`src/rtl/imem_prog_encoder_pkg.sv`:
```
// Shared RV32I encode definitions: op_e, FSM states, opcodes, funct3/funct7.
// Latency: n/a (types, constants and pure functions only).
// Backpressure: n/a.
// Optional feature macro used by the encoder: LI_EXPAND_EN (LI pseudo-op expansion).
package imem_prog_encoder_pkg;

  typedef enum logic [4:0] {
    OP_ADD, OP_SUB, OP_SLL, OP_SLT, OP_SLTU, OP_XOR, OP_SRA, OP_SRL, OP_OR, OP_AND,
    OP_ADDI, OP_SLLI, OP_SLTI, OP_SLTIU, OP_XORI, OP_SRAI, OP_SRLI, OP_ORI, OP_ANDI,
    OP_LW, OP_SW,
    OP_BEQ, OP_BNE, OP_BLT, OP_BGE, OP_BLTU, OP_BGEU,
    OP_JAL, OP_JALR, OP_LUI, OP_AUIPC,
    OP_LI
  } op_e;

  typedef enum logic [1:0] {S_RUN, S_LI2, S_FULL} state_e;

  // Major opcodes, named as on the decode side.
  localparam logic [6:0] OPC_OP     = 7'b0110011;
  localparam logic [6:0] OPC_OP_IMM = 7'b0010011;
  localparam logic [6:0] OPC_LOAD   = 7'b0000011;
  localparam logic [6:0] OPC_STORE  = 7'b0100011;
  localparam logic [6:0] OPC_BRANCH = 7'b1100011;
  localparam logic [6:0] OPC_JAL    = 7'b1101111;
  localparam logic [6:0] OPC_JALR   = 7'b1100111;
  localparam logic [6:0] OPC_LUI    = 7'b0110111;
  localparam logic [6:0] OPC_AUIPC  = 7'b0010111;

  localparam logic [2:0] F3_ADD  = 3'b000;
  localparam logic [2:0] F3_SLL  = 3'b001;
  localparam logic [2:0] F3_SLT  = 3'b010;
  localparam logic [2:0] F3_SLTU = 3'b011;
  localparam logic [2:0] F3_XOR  = 3'b100;
  localparam logic [2:0] F3_SR   = 3'b101;
  localparam logic [2:0] F3_OR   = 3'b110;
  localparam logic [2:0] F3_AND  = 3'b111;
  localparam logic [2:0] F3_W    = 3'b010;
  localparam logic [2:0] F3_BEQ  = 3'b000;
  localparam logic [2:0] F3_BNE  = 3'b001;
  localparam logic [2:0] F3_BLT  = 3'b100;
  localparam logic [2:0] F3_BGE  = 3'b101;
  localparam logic [2:0] F3_BLTU = 3'b110;
  localparam logic [2:0] F3_BGEU = 3'b111;

  localparam logic [6:0] F7_BASE = 7'b0000000;
  localparam logic [6:0] F7_ALT  = 7'b0100000;  // SUB / SRA / SRAI

  function automatic logic [2:0] funct3_of(op_e op);
    case (op)
      OP_SLL, OP_SLLI:                    return F3_SLL;
      OP_SLT, OP_SLTI:                    return F3_SLT;
      OP_SLTU, OP_SLTIU:                  return F3_SLTU;
      OP_XOR, OP_XORI:                    return F3_XOR;
      OP_SRA, OP_SRL, OP_SRAI, OP_SRLI:   return F3_SR;
      OP_OR, OP_ORI:                      return F3_OR;
      OP_AND, OP_ANDI:                    return F3_AND;
      OP_LW, OP_SW:                       return F3_W;
      OP_BNE:                             return F3_BNE;
      OP_BLT:                             return F3_BLT;
      OP_BGE:                             return F3_BGE;
      OP_BLTU:                            return F3_BLTU;
      OP_BGEU:                            return F3_BGEU;
      default:                            return F3_ADD;  // ADD/SUB/ADDI/BEQ/JALR/LI
    endcase
  endfunction

  function automatic logic [6:0] funct7_of(op_e op);
    return (op == OP_SUB || op == OP_SRA || op == OP_SRAI) ? F7_ALT : F7_BASE;
  endfunction

endpackage

```
`src/rtl/imem_prog_encoder_field_pack.sv`:
```
// rv32i_field_pack: combinational op + fields -> {32-bit word, legal}.
// Latency: 0 cycles (pure combinational).
// Backpressure: none; the caller decides whether to use the result.
// Ports: i_op/i_rd/i_rs1/i_rs2/i_imm in; o_word encoded instruction, o_legal immediate in range.
// OP_LI is packed as ADDI rd,x0,imm with legal = fits 12 bits; long-form LI is the top's job.
module rv32i_field_pack
  import imem_prog_encoder_pkg::*;
(
  input  op_e         i_op,
  input  logic [4:0]  i_rd,
  input  logic [4:0]  i_rs1,
  input  logic [4:0]  i_rs2,
  input  logic [31:0] i_imm,
  output logic [31:0] o_word,
  output logic        o_legal
);

  logic       fits12, fits13, fits21, shamt_ok;
  logic [2:0] f3;
  logic [6:0] f7;

  // A value fits an N-bit signed field when all bits above N-1 copy the sign.
  assign fits12   = (i_imm[31:11] == '0) || (i_imm[31:11] == '1);
  assign fits13   = (i_imm[31:12] == '0) || (i_imm[31:12] == '1);
  assign fits21   = (i_imm[31:20] == '0) || (i_imm[31:20] == '1);
  assign shamt_ok = (i_imm[31:5] == '0);
  assign f3       = funct3_of(i_op);
  assign f7       = funct7_of(i_op);

  always_comb begin
    o_word  = '0;
    o_legal = 1'b0;
    case (i_op)
      OP_ADD, OP_SUB, OP_SLL, OP_SLT, OP_SLTU, OP_XOR, OP_SRA, OP_SRL, OP_OR, OP_AND: begin
        o_word  = {f7, i_rs2, i_rs1, f3, i_rd, OPC_OP};
        o_legal = 1'b1;
      end
      OP_ADDI, OP_SLTI, OP_SLTIU, OP_XORI, OP_ORI, OP_ANDI: begin
        o_word  = {i_imm[11:0], i_rs1, f3, i_rd, OPC_OP_IMM};
        o_legal = fits12;
      end
      OP_SLLI, OP_SRLI, OP_SRAI: begin
        o_word  = {f7, i_imm[4:0], i_rs1, f3, i_rd, OPC_OP_IMM};
        o_legal = shamt_ok;
      end
      OP_LI: begin
        o_word  = {i_imm[11:0], 5'd0, F3_ADD, i_rd, OPC_OP_IMM};
        o_legal = fits12;
      end
      OP_LW: begin
        o_word  = {i_imm[11:0], i_rs1, F3_W, i_rd, OPC_LOAD};
        o_legal = fits12;
      end
      OP_JALR: begin
        o_word  = {i_imm[11:0], i_rs1, F3_ADD, i_rd, OPC_JALR};
        o_legal = fits12;
      end
      OP_SW: begin
        o_word  = {i_imm[11:5], i_rs2, i_rs1, F3_W, i_imm[4:0], OPC_STORE};
        o_legal = fits12;
      end
      OP_BEQ, OP_BNE, OP_BLT, OP_BGE, OP_BLTU, OP_BGEU: begin
        o_word  = {i_imm[12], i_imm[10:5], i_rs2, i_rs1, f3, i_imm[4:1], i_imm[11], OPC_BRANCH};
        o_legal = fits13 && !i_imm[0];
      end
      OP_JAL: begin
        o_word  = {i_imm[20], i_imm[10:1], i_imm[11], i_imm[19:12], i_rd, OPC_JAL};
        o_legal = fits21 && !i_imm[0];
      end
      OP_LUI: begin
        o_word  = {i_imm[31:12], i_rd, OPC_LUI};
        o_legal = 1'b1;
      end
      OP_AUIPC: begin
        o_word  = {i_imm[31:12], i_rd, OPC_AUIPC};
        o_legal = 1'b1;
      end
      default: begin
        o_word  = '0;
        o_legal = 1'b0;
      end
    endcase
  end

endmodule

```
`src/rtl/imem_prog_encoder.sv`:
```
// Encodes symbolic RV32I requests and writes them to consecutive imem word addresses.
// Latency: accept in cycle N -> write (or o_err pulse) registered in N+1; long LI writes N+1, N+2.
// Backpressure: o_ready low during the second LI word and while full; only i_start/reset refill.
// Ports: i_clk/i_rst_n, i_start restart, i_valid/o_ready request handshake, i_op/i_rd/i_rs1/i_rs2/i_imm
//        fields; o_imem_wren/o_imem_addr/o_imem_data write port; o_err reject pulse; o_full; o_count.
// Macro: LI_EXPAND_EN enables the LI pseudo-op (single ADDI or LUI+ADDI); otherwise LI is rejected.
module imem_prog_encoder
  import imem_prog_encoder_pkg::*;
#(
  parameter int          DEPTH     = 1024,
  parameter logic [31:0] BASE_ADDR = 32'h0000_0000
) (
  input  logic                     i_clk,
  input  logic                     i_rst_n,
  input  logic                     i_start,
  input  logic                     i_valid,
  output logic                     o_ready,
  input  op_e                      i_op,
  input  logic [4:0]               i_rd,
  input  logic [4:0]               i_rs1,
  input  logic [4:0]               i_rs2,
  input  logic [31:0]              i_imm,
  output logic                     o_imem_wren,
  output logic [31:0]              o_imem_addr,
  output logic [31:0]              o_imem_data,
  output logic                     o_err,
  output logic                     o_full,
  output logic [$clog2(DEPTH):0]   o_count
);

  localparam int CW = $clog2(DEPTH) + 1;

  state_e        state_q, state_d;
  logic [CW-1:0] count_q, count_d;
  logic [31:0]   addr_q, addr_d;
  logic [31:0]   data_q, data_d;
  logic [31:0]   li2_q, li2_d;
  logic          wren_q, wren_d;
  logic          err_q, err_d;

  logic [31:0]   pack_word, first_word, second_word, wr_addr;
  logic          pack_legal, req_legal, req_two, last_slot;

  rv32i_field_pack u_pack (
    .i_op    (i_op),
    .i_rd    (i_rd),
    .i_rs1   (i_rs1),
    .i_rs2   (i_rs2),
    .i_imm   (i_imm),
    .o_word  (pack_word),
    .o_legal (pack_legal)
  );

`ifdef LI_EXPAND_EN
  // ADDI sign-extends its 12 bits, so the upper part is pre-biased by imm[11].
  logic [19:0] li_hi;
  assign li_hi       = i_imm[31:12] + {19'd0, i_imm[11]};
  assign second_word = {i_imm[11:0], i_rd, F3_ADD, i_rd, OPC_OP_IMM};
`else
  assign second_word = '0;
`endif

  always_comb begin
    req_legal  = pack_legal;
    req_two    = 1'b0;
    first_word = pack_word;
    if (i_op == OP_LI) begin
`ifdef LI_EXPAND_EN
      if (!pack_legal) begin
        req_legal  = 1'b1;
        req_two    = 1'b1;
        first_word = {li_hi, i_rd, OPC_LUI};
      end
`else
      req_legal  = 1'b0;
`endif
    end
  end

  assign wr_addr   = BASE_ADDR + (32'(count_q) << 2);
  assign last_slot = (count_q == CW'(DEPTH - 1));

  always_comb begin
    state_d = state_q;
    count_d = count_q;
    addr_d  = addr_q;
    data_d  = data_q;
    li2_d   = li2_q;
    wren_d  = 1'b0;
    err_d   = 1'b0;
    if (i_start) begin
      // Restart wins over any accept and drops a pending LI second word.
      state_d = S_RUN;
      count_d = '0;
      addr_d  = BASE_ADDR;
    end else begin
      case (state_q)
        S_RUN: begin
          if (i_valid) begin
            // A two-word LI is refused outright rather than split across a full boundary.
            if (!req_legal || (req_two && last_slot)) begin
              err_d = 1'b1;
            end else begin
              wren_d  = 1'b1;
              addr_d  = wr_addr;
              data_d  = first_word;
              count_d = count_q + CW'(1);
              if (req_two) begin
                state_d = S_LI2;
                li2_d   = second_word;
              end else if (last_slot) begin
                state_d = S_FULL;
              end
            end
          end
        end
        S_LI2: begin
          wren_d  = 1'b1;
          addr_d  = wr_addr;
          data_d  = li2_q;
          count_d = count_q + CW'(1);
          state_d = last_slot ? S_FULL : S_RUN;
        end
        default: ;  // S_FULL holds until restart
      endcase
    end
  end

  always_ff @(posedge i_clk or negedge i_rst_n) begin
    if (!i_rst_n) begin
      state_q <= S_RUN;
      count_q <= '0;
      addr_q  <= BASE_ADDR;
      data_q  <= '0;
      li2_q   <= '0;
      wren_q  <= 1'b0;
      err_q   <= 1'b0;
    end else begin
      state_q <= state_d;
      count_q <= count_d;
      addr_q  <= addr_d;
      data_q  <= data_d;
      li2_q   <= li2_d;
      wren_q  <= wren_d;
      err_q   <= err_d;
    end
  end

  assign o_ready     = (state_q == S_RUN);
  assign o_full      = (state_q == S_FULL);
  assign o_imem_wren = wren_q;
  assign o_imem_addr = addr_q;
  assign o_imem_data = data_q;
  assign o_err       = err_q;
  assign o_count     = count_q;

endmodule

```
`config.mk`:
```
export PLATFORM = sky130hd
export DESIGN_NAME = imem_prog_encoder
export DESIGN_NICKNAME = d
export VERILOG_FILES = /design/src/rtl/imem_prog_encoder_pkg.sv /design/src/rtl/imem_prog_encoder_field_pack.sv /design/src/rtl/imem_prog_encoder.sv
export SDC_FILE = /design/constraint.sdc
export NUM_CORES = 1
export LEC_CHECK = 0
export CELL_PAD_IN_SITES_DETAIL_PLACEMENT = 1
export CELL_PAD_IN_SITES_GLOBAL_PLACEMENT = 1
export CORE_ASPECT_RATIO = 0.9
export CORE_MARGIN = 10
export CORE_UTILIZATION = 33
export CTS_CLUSTER_SIZE = 40
export DETAILED_ROUTE_END_ITERATION = 7
export PLACE_DENSITY = 0.9
export SETUP_SLACK_MARGIN = 0.3
export SLEW_MARGIN = 25
export SYNTH_ARGS = -nofsm -noshare
export SYNTH_HDL_FRONTEND = slang
export SYNTH_SLANG_ARGS = --single-unit
```
`constraint.sdc`:
```
create_clock -name i_clk -period 1.97 [get_ports i_clk]
set_input_delay 0.2955 -clock i_clk [delete_from_list [all_inputs] [get_ports i_clk]]
set_output_delay 0.2955 -clock i_clk [all_outputs]
set_load 0.01 [all_outputs]
```
# --- Word level (Yosys, flattened, before mapping) ---
# Memory sizes are Yosys's and may differ from the RTL's.
# Index checks and enable logic that the tools add are counted.
totals:
  reg_bits: 79
  romBits: 96
  inputBits: 56
  out_inout_bits: 79
  elab_cells: 105
  mem_count: 1
mem_list:
  columns: ["name", "words", "word_bits", "read_ports", "rd_clocked_by_memory_dff", "wr", "line_no", "rtl"]
  rows:
  - ["(no name shown)", 32, 3, 1, 0, 0, "imem_prog_encoder_pkg.sv:49", "case (op)"]
classes:
  add_sub_neg: 1
  eq_ne: 42
  muxes: 29
  bitwise: 1
  reduce_logical: 25
ops:
  columns: ["op", "n"]
  rows:
  - ["case mux 32 bit (11 select lines)", 1]
  - ["2-to-1 mux 32 bit", 5]
  - ["case mux 32 bit (2 select lines)", 2]
  - ["== test 5 bit, second input constant", 16]
  - ["== test 5 x 4 -> 1 bit, second input constant", 8]
  - ["2-to-1 mux 11 bit", 3]
  - ["zero test 27 bit", 1]
  - ["case mux 11 bit (2 select lines)", 1]
  - ["== test 21 bit, second input constant", 1]
  - ["zero test 21 bit", 1]
  - ["== test 20 bit, second input constant", 1]
  - ["== test 5 x 3 -> 1 bit, second input constant", 4]
  - ["zero test 20 bit", 1]
  - ["== test 12 bit, second input constant", 1]
  - ["zero test 12 bit", 1]
  - ["OR reduction 12 bit", 1]
  - ["OR reduction 6 bit", 2]
  - ["adder 11 x 1 -> 11 bit, second input constant", 1]
  - ["== test 11 x 10 -> 1 bit, second input constant", 1]
  - ["== test 5 x 2 -> 1 bit, second input constant", 2]
  - ["2-to-1 mux 2 bit", 5]
  - ["OR reduction 10 bit", 1]
  - ["OR reduction 9 bit", 1]
  - ["2-to-1 mux 1 bit", 8]
  - ["22 further kinds", 29]

# --- Logic depth before layout (Yosys ltp) ---
# Gate-level depths: netlist of run 1.
depth:
  depth_word: 9
  depth_mapped: 11
  mapped_depth_nobuf: 9

# --- Hierarchy ---
# A second synthesis of run 1 with hierarchy kept.
hier_totals:
  hier_cells: 382
  area_unflattened_um2: 3641.0
modules_own_cells:
  columns: ["module", "n_inst", "cells_per_inst", "area_each_um2", "seq_area_each_um2"]
  rows:
  - ["imem_prog_encoder", 1, 210, 2507.4, 1426.4]
  - ["rv32i_field_pack", 1, 172, 1133.6, 0.0]

# --- Worst setup path after synthesis of run 1 ---
# Ideal clock, no wire load.
synth_path:
  path_kind: "in2reg"
  from: "input port i_op[0]"
  to: "register data_q[3], in the netlist o_imem_data[3]"
  setup_ns: 0.125
  arrival_time_ns: 2.478
  required_ns: 1.845
  slack_ns: -0.633
  path_stages: 10
  path_buffers: 2
  cell_sequence: "inv_1 > ha_1 > buf_6 > or4_4 > a32oi_2 > and3_2 > o221ai_4 > a21oi_4 > buf_2 > mux2_2"
synth_via:
  elab_chain_len: 6
  elab_cells_between_ends: 46
  classes_between: "eq/ne (32); mux (6); reduce/logical (8)"
synth_lines:
  columns: ["item", "line_no", "rtl"]
  rows:
  - ["start: declaration", "imem_prog_encoder.sv:18", "input op_e i_op,"]
  - ["== test 5 x 2 -> 1 bit, or another cell as far along", "imem_prog_encoder_field_pack.sv:33", "case (i_op)"]
  - ["OR reduction 10 bit, or another cell as far along", "imem_prog_encoder_field_pack.sv:33", null]
  - ["case mux 32 bit (11 select lines) or case mux 1 bit (5 select lines) (tied branches)", "imem_prog_encoder_field_pack.sv:33", null]
  - ["2-to-1 mux 32 bit or 2-to-1 mux 1 bit (tied branches)", "imem_prog_encoder.sv:101, imem_prog_encoder.sv:67", null]
  - ["2-to-1 mux 32 bit or inequality test 2 x 1 -> 1 bit (tied branches)", null, null]
  - ["case mux 32 bit (2 select lines) or AND reduction 4 bit (tied branches)", null, null]
  - ["end signal: assignment", "imem_prog_encoder.sv:142", "data_q <= data_d;"]
  - ["end: declaration", "imem_prog_encoder.sv:36", "logic [31:0] data_q, data_d;"]
# Several ways; a longest one is shown, not always the timed one. The select of a mux whose other input is x is not followed.
# A chain may end at the register's enable or synchronous reset.

# --- Worst setup path in the final report of run 1 ---
layout_path:
  from: "input port i_imm[27]"
  to: "register addr_q[5], in the netlist o_imem_addr[5]"
layout_via:
  elab_chain_len: 7
  elab_cells_between_ends: 16
  classes_between: "eq/ne (4); mux (2); reduce/logical (10)"
layout_lines:
  columns: ["item", "line_no", "rtl"]
  rows:
  - ["start: declaration", "imem_prog_encoder.sv:22", "input logic [31:0] i_imm,"]
  - ["== test 20 bit, or another cell as far along", "imem_prog_encoder_field_pack.sv:24", "assign fits13 = (i_imm[31:12] == '0) || (i_imm[31:12] == '1);"]
  - ["logical OR 1 bit, on equally long branches", "imem_prog_encoder_field_pack.sv:24, imem_prog_encoder_field_pack.sv:25", null]
  - ["logical AND 1 bit, on equally long branches", "imem_prog_encoder_field_pack.sv:64, imem_prog_encoder_field_pack.sv:68", null]
  - ["case mux 1 bit (5 select lines) *", "imem_prog_encoder_field_pack.sv:33", null]
  - ["2-to-1 mux 1 bit *", "imem_prog_encoder.sv:67", "if (i_op == OP_LI) begin"]
  - ["inequality test 3 x 2 -> 1 bit (no source line) *", null, null]
  - ["AND reduction 3 bit (no source line) *", null, null]
  - ["end signal: assignment", "imem_prog_encoder.sv:141", "addr_q <= addr_d;"]
  - ["end: declaration", "imem_prog_encoder.sv:35", "logic [31:0] addr_q, addr_d;"]
# Every way passes the cells marked *; elsewhere a longest branch is shown, timed or not.

==> results.cfg, run 1 <==
[die]
core_um2 = 10800
fp.dieH_um = 119
die_width_um = 130
initial_core_util_pct = 33.5
rows = 36
dieArea_um2 = 15500
io_pins = 135

[yosys]
synth_seq_cells = 56
ys_types = 61
synth.area.top_cells = dfrtp_1 (39%), a21oi_1 (6.4%), nor2_1 (5.6%)
synth_top_cell_area_share_pct = 38.9
avgSynthCellArea_um2 = 8.99
synth.largest_area_cell = dfrtp_1
synth_edf_count = 0
synth-main-ff-cell = dfrtp_1
syn_inst = 401
netlist_area_um2 = 3610
ys_seq_area_share_pct = 38.9
synth_warnings = 0
async_flop_share_pct = 100

[grt]
grt_max_degree = 57
grt_usage_pct = 24.2
grt_pass1_vias = 4892
grt-ovfl-total = 0
grt_pass1_wl_um = 29600
antenna_found_initial = 0

[worst_setup_path]
critPathArrivalTime_ns = 2.86
rr_startpoint = state_q[1]
max_stage_delay_ns = 0.56
path_class = primary input to flop
r2r_end = o_imem_data[25]
ff2ff_setup_slack_ns = 0.12
crit_path_frequent_cell = buf_12
crit_start = i_imm[27]
worstSetupStartpointType = primary input
slowest_stage = clkdlybuf4s50_1
path_cells = clkdlybuf4s50_1, nand4_1, nor3_1, buf_4, a2bb2oi_2, o31a_1, a21oi_4, buf_12, buf_12, mux2i_1, nor2_1
reg2reg_depth = 8
end_kind = flop
path_max_fanout = 7
required_ns = 2.15

[final_layout]
final_cell_count_no_fill = 762
nets = 695
final_common_cell = buf_4
layout_common_cells = buf_4 (107), clkdlybuf4s50_1 (89), dfrtp_1 (52), nor2_1 (37), a21oi_2 (28)
syn_to_final_growth_pct = 85.4
drive_gt1_share_pct = 41.0
n_antenna_cell = 0
final_area_um2 = 6690

[sta]
period_share_pct = 136
finClkSkew_ns = 0.00484
post-route-min-period_ns = 2.68
setup_viol = 56
tightest_slew_ns = 0.523
max-slew-margin-rel_pct = 65.2
layout_setup_ws_ns = -0.711
hold_slack_ns = -0.0160
slew_violations = 0
rsz0062_at_grt = yes
fmax_ghz = 0.373
hold_viol_final = 25

[drt]
wl_um = 22200
wl_per_cell_um = 29.2
dr_total_vias = 4574
drtPass1Iterations = 6
vias_per_cell = 6.00
drc = 0
drt_iter0_markers = 498
ant_nets = 0

[clocking]
numCtsBuffers = 5
cts_tree = done
clockRootBuffer = clkbuf_16
cts.path.max_buffers = 2
htreeDepth = 2
cts.sinks = 56
path_clk_slew_ns = 0.08
clock_latency_ns = 0.30

[power_and_ir_drop]
leakage_uw = 0.00288
p_per_area_nw_per_um2 = 678
max-vdd-ir-drop_mv = 0.385

[placement]
place_area_um2 = 5430
place_congestion = 0.914
post-place-cells = 715
dp_hpwl_um = 12300
portBuffers = 113

[status]
outcome = finished, violations left
failed_checks = negative hold slack, negative setup slack

[min_path]
worstHoldPathType = primary input to async pin

[run]
drv_cap = 0
[flip-flops by register name, summed over array words and instances, names as in the netlist]
| register | count |
|---|---|
| o_count | 11 |
| o_err | 1 |
| o_imem_addr | 11 |
| o_imem_data | 31 |
| o_imem_wren | 1 |
| state_q | 1 |
[per-stage QoR]
stage,worst slack [ns],TNS [ns],utilization [%],power [uW],hold WS (ns)
after floorplan,-0.538,-23.16,-,2030,-0.0000911
after global placement,-1.12,-58.04,50.5,2820,0.320
after detailed placement,-1.30,-67.38,50.5,2890,0.327
after CTS,-0.457,-19.96,57.9,4230,0.00897
after global routing,-0.730,-33.66,62.1,4700,0.00859
final,-0.711,-32.20,62.1,4530,-0.0160
[synthesized netlist by cell type (2+ instances only)]
cell	number
a222oi_1	4
a21boi_2	2
a221oi_1	4
a311oi_1	2
dfrtp_1	56
clkbuf_1	8
or3_1	3
nor4_1	6
xnor2_1	3
a22oi_1	17
buf_4	24
a32oi_2	2
a21oi_4	2
a2bb2oi_1	2
or2_2	4
nor3_1	6
ha_1	10
a21oi_1	46
nor2b_1	4
and2_1	4
a31o_2	4
mux2_2	3
nor3b_1	4
buf_6	3
nand4_1	8
nor2_1	54
buf_1	2
a211oi_1	5
mux2i_1	13
and3_1	7
a21bo_2	2
nand3_1	11
o21ai_0	7
nand2_1	20
a21oi_2	2
inv_1	14
buf_2	9
[what timing repair did]
item | in CTS | in global routing
buffers inserted | 24 | 6
cloned | 5 | 5
endpoints found under the setup margin | 59 | 60
resized for setup | 103 | 67
hold buffers | 0 | 0
pin swaps | 26 | 29
[report_power, final]
group          switching, uW  internal, uW
sequential               150          1340
clock                    459           724
combinational            914           945
total                   1520          3010
[critical path: cells and delay by family]
kind / cells / cell delay [ns]
AOI/OAI and AO/OA: 3 / 0.72
and+or+nand+nor: 3 / 0.52
muxes: 1 / 0.26
buffers and inverters: 4 / 1.07
[worst max path at each step]
stage	end	slack [ns]	depth (start not counted)
global placement	o_count[9]	-1.12	11
floorplan	o_count[3]	-0.54	9
finish	o_imem_addr[5]	-0.71	11
global route	o_count[2]	-0.73	11
detailed placement	o_imem_addr[12]	-1.30	11
CTS	o_count[9]	-0.46	12
[cells by family (layout without fill, tap and decap cells)]
group | Yosys count | count (layout) | share of synthesized area, %
XOR/XNOR | 3 | 3 | 0.729
buffers and inverters | 62 | 270 | 9.92
other | 1 | 21 | 0.104
AO/OA/AOI/OAI | 114 | 114 | 22.9
flip-flops | 56 | 56 | 38.9
AND/OR/NAND/NOR | 138 | 138 | 19.2
multiplexers | 17 | 17 | 4.86
adder cells (fa/ha/maj) | 10 | 10 | 3.47
[per-layer routing]
| layer | global-route usage, % | part of all wire, % |
|---|---|---|
| met1 | 28.4 | 37 |
| met2 | 39.8 | 48 |
| met3 | 6.43 | 8.7 |
| met4 | 12.1 | 5.8 |
| met5 | 0 | 0 |
[area by class of cell]
| cell class | count | area [um^2] |
|---|---|---|
| well taps | 133 | 166 |
| fillers | 1157 | 4080 |
| clock buffers | 5 | 125 |
| flip-flops and latches | 56 | 1410 |
| inverters | 15 | 58.8 |
| multi-input cells | 303 | 2410 |
| repair buffers | 248 | 2460 |
| clock inverters | 2 | 60.1 |
Power figures use the tool's default switching activity.
==> run 2, diff against run 1 <==
Settings changed: CORE_MARGIN 10 to not set, CTS_CLUSTER_SIZE 40 to 16, SLEW_MARGIN 25 to 5.
==> run 2 against run 1 <==
  * Clock power down 17%
  * The flow finishes with violations (design-rule violations, negative setup slack)
  * Hold slack better by 0.50 ns
  * Largest cell class unchanged
  * Clock skew up 0.0025 ns
  * Critical path depth up 2
  * First-iteration DRC count down 21%
  * Register-to-register slack about the same
  * Via count down 1.2%
  * Sequential share of layout area up 0.34 points
  * Die area down 27%
==> results.cfg, run 2 (synthesized netlist as in run 1, its figures left out) <==
[die]
die_width_um = 112
rows = 35
fp.dieH_um = 101
core_um2 = 10400
io_pins = 135
initial_core_util_pct = 34.6
dieArea_um2 = 11300

[placement]
place_congestion = 0.910
place_area_um2 = 5370
dp_hpwl_um = 10600
portBuffers = 113

[power_and_ir_drop]
max-vdd-ir-drop_mv = 0.364
total_power_uw = 4320
leakage_uw = 0.00278
p_per_area_nw_per_um2 = 656

[worst_setup_path]
slowest_stage = a32oi_4
crit_path_frequent_cell = buf_6
path_cells = buf_2, buf_4, ha_4, or3_4, a32oi_4, a21boi_2, o221ai_4, a21oi_4, buf_6, buf_6, buf_16, a31o_4, a21oi_2
critPathTopFamily = compound AO/OA/AOI/OAI gates
worstSetupStartpointType = primary input
path_buf_inv = 5
path_max_fanout = 7
max_stage_delay_ns = 0.40
cp.depth = 13
critPathArrivalTime_ns = 2.88
path_class = primary input to flop
reg2reg_depth = 6
end_kind = flop
required_ns = 2.20

[final_layout]
drive_gt1_share_pct = 40.3
layout_common_cells = buf_4 (94), clkdlybuf4s50_1 (87), dfrtp_1 (51), nor2_1 (37), a21oi_2 (31)
largest_reg_flops = 31
final_util_pct = 63.2
syn_to_final_growth_pct = 82.6
nets = 690
final_common_cell = buf_4
n_antenna_cell = 0
final_area_um2 = 6590

[sta]
layout_setup_ws_ns = -0.683
fmax_ghz = 0.377
rsz0062_at_grt = yes
setup_viol = 56
setup_tns_ns = -31.81
max-slew-margin-rel_pct = 59.0
period_share_pct = 135
slew_violations = 0
post-route-min-period_ns = 2.65
hold_viol_final = 0
tightest_slew_ns = 0.615
hold_slack_ns = 0.486
finClkSkew_ns = 0.00735

[min_path]
worstHoldPathType = primary input to flop
hold_depth = 3

[drt]
drt_iter0_markers = 391
wl_um = 19700
dr_total_vias = 4520
ant_nets = 0
drtPass1Iterations = 7
vias_per_cell = 5.99
drc = 10
wl_per_cell_um = 26.2

[status]
failed_checks = design-rule violations, negative setup slack
outcome = finished, violations left

[grt]
grt_pass1_wl_um = 27500
grt_usage_pct = 32.1
grt-ovfl-total = 0
grt_max_degree = 35
antenna_found_initial = 0
grt_pass1_vias = 4776

[run]
drv_cap = 0

[clocking]
cts_tree = done
cts.path.max_buffers = 2
cts.sinks = 56
htreeDepth = 2
clock_latency_ns = 0.31
numCtsBuffers = 5
clockRootBuffer = clkbuf_16
path_clk_slew_ns = 0.08
run 2: cell count changes in the layout (fill, tap and decap cells not counted), moves of 3 or more:
cell | previous run | this run
buf_4 | 107 | 94
nor2_2 | 14 | 4
nor2_4 | 3 | 13
a21oi_4 | 9 | 3
buf_6 | 8 | 14
clkbuf_16 | 10 | 5
dlygate4sd2_1 | 17 | 22
a21oi_1 | 13 | 16
a21oi_2 | 28 | 31
dlymetal6s2s_1 | 4 | 1
or2_2 | 0 | 3
or2_4 | 4 | 1
run 2: layer usage:
metal / routed length [um] / share of wire, % / vias to the layer above / GRT usage [%]
met2: 9480 / 48 / 324 / 57.0
met5: 0 / 0 / - / 0
met1: 7490 / 38 / 2244 / 37.5
li1: - / - / 1848 / -
met3: 1520 / 7.7 / 104 / 5.69
met4: 1270 / 6.4 / 0 / 17.2
run 2: final cells by class:
class                      count  area (um^2)
clock inverter                 3         26.3
timing repair buffer         243         2410
sequential                    56         1410
fill                        1141         3840
multi-input combinational    303         2390
clock buffer                   5          125
tap                          129          161
inverter                      15         58.8
run 2: worst min-delay path, stage by stage:
cell and delay (ns):
dlymetal6s2s_1 0.18, a22oi_1 0.14, a21oi_2 0.13
run 2: power breakdown:
| group | leakage [uW] | internal [uW] | switching (uW) |
|---|---|---|---|
| clock | 0.0000680 | 483 | 495 |
| combinational | 0.00202 | 955 | 833 |
| sequential | 0.000695 | 1340 | 211 |
run 2: final timing paths:
path | end | slack [ns] | start
max in group asynchronous | o_count[1] | 0.81 | i_rst_n
min in group asynchronous | o_count[4] | 0.53 | i_rst_n
min reg2reg | o_imem_data[1] | 0.51 | o_imem_data[1]
min | o_imem_data[18] | 0.49 | i_imm[18]
max | o_count[8] | -0.68 | i_op[0]
max reg2reg | state_q[1] | 0.13 | o_count[3]
run 2: repair_timing:
action / CTS / global route
gates cloned: 9 / 0
hold endpoints to repair: 13 / 0
endpoints found under the setup margin: 60 / 60
hold buffers: 1 / 0
resized for setup: 147 / 33
buffers inserted: 24 / 8
pin swaps: 30 / 22
run 2: stage by stage:
stage               setup WS, ns  cells
floorplan                 -0.538    421
finish                    -0.683    754
global placement           -1.10    704
detailed placement         -1.23    704
CTS                       -0.439    746
global route              -0.705    754
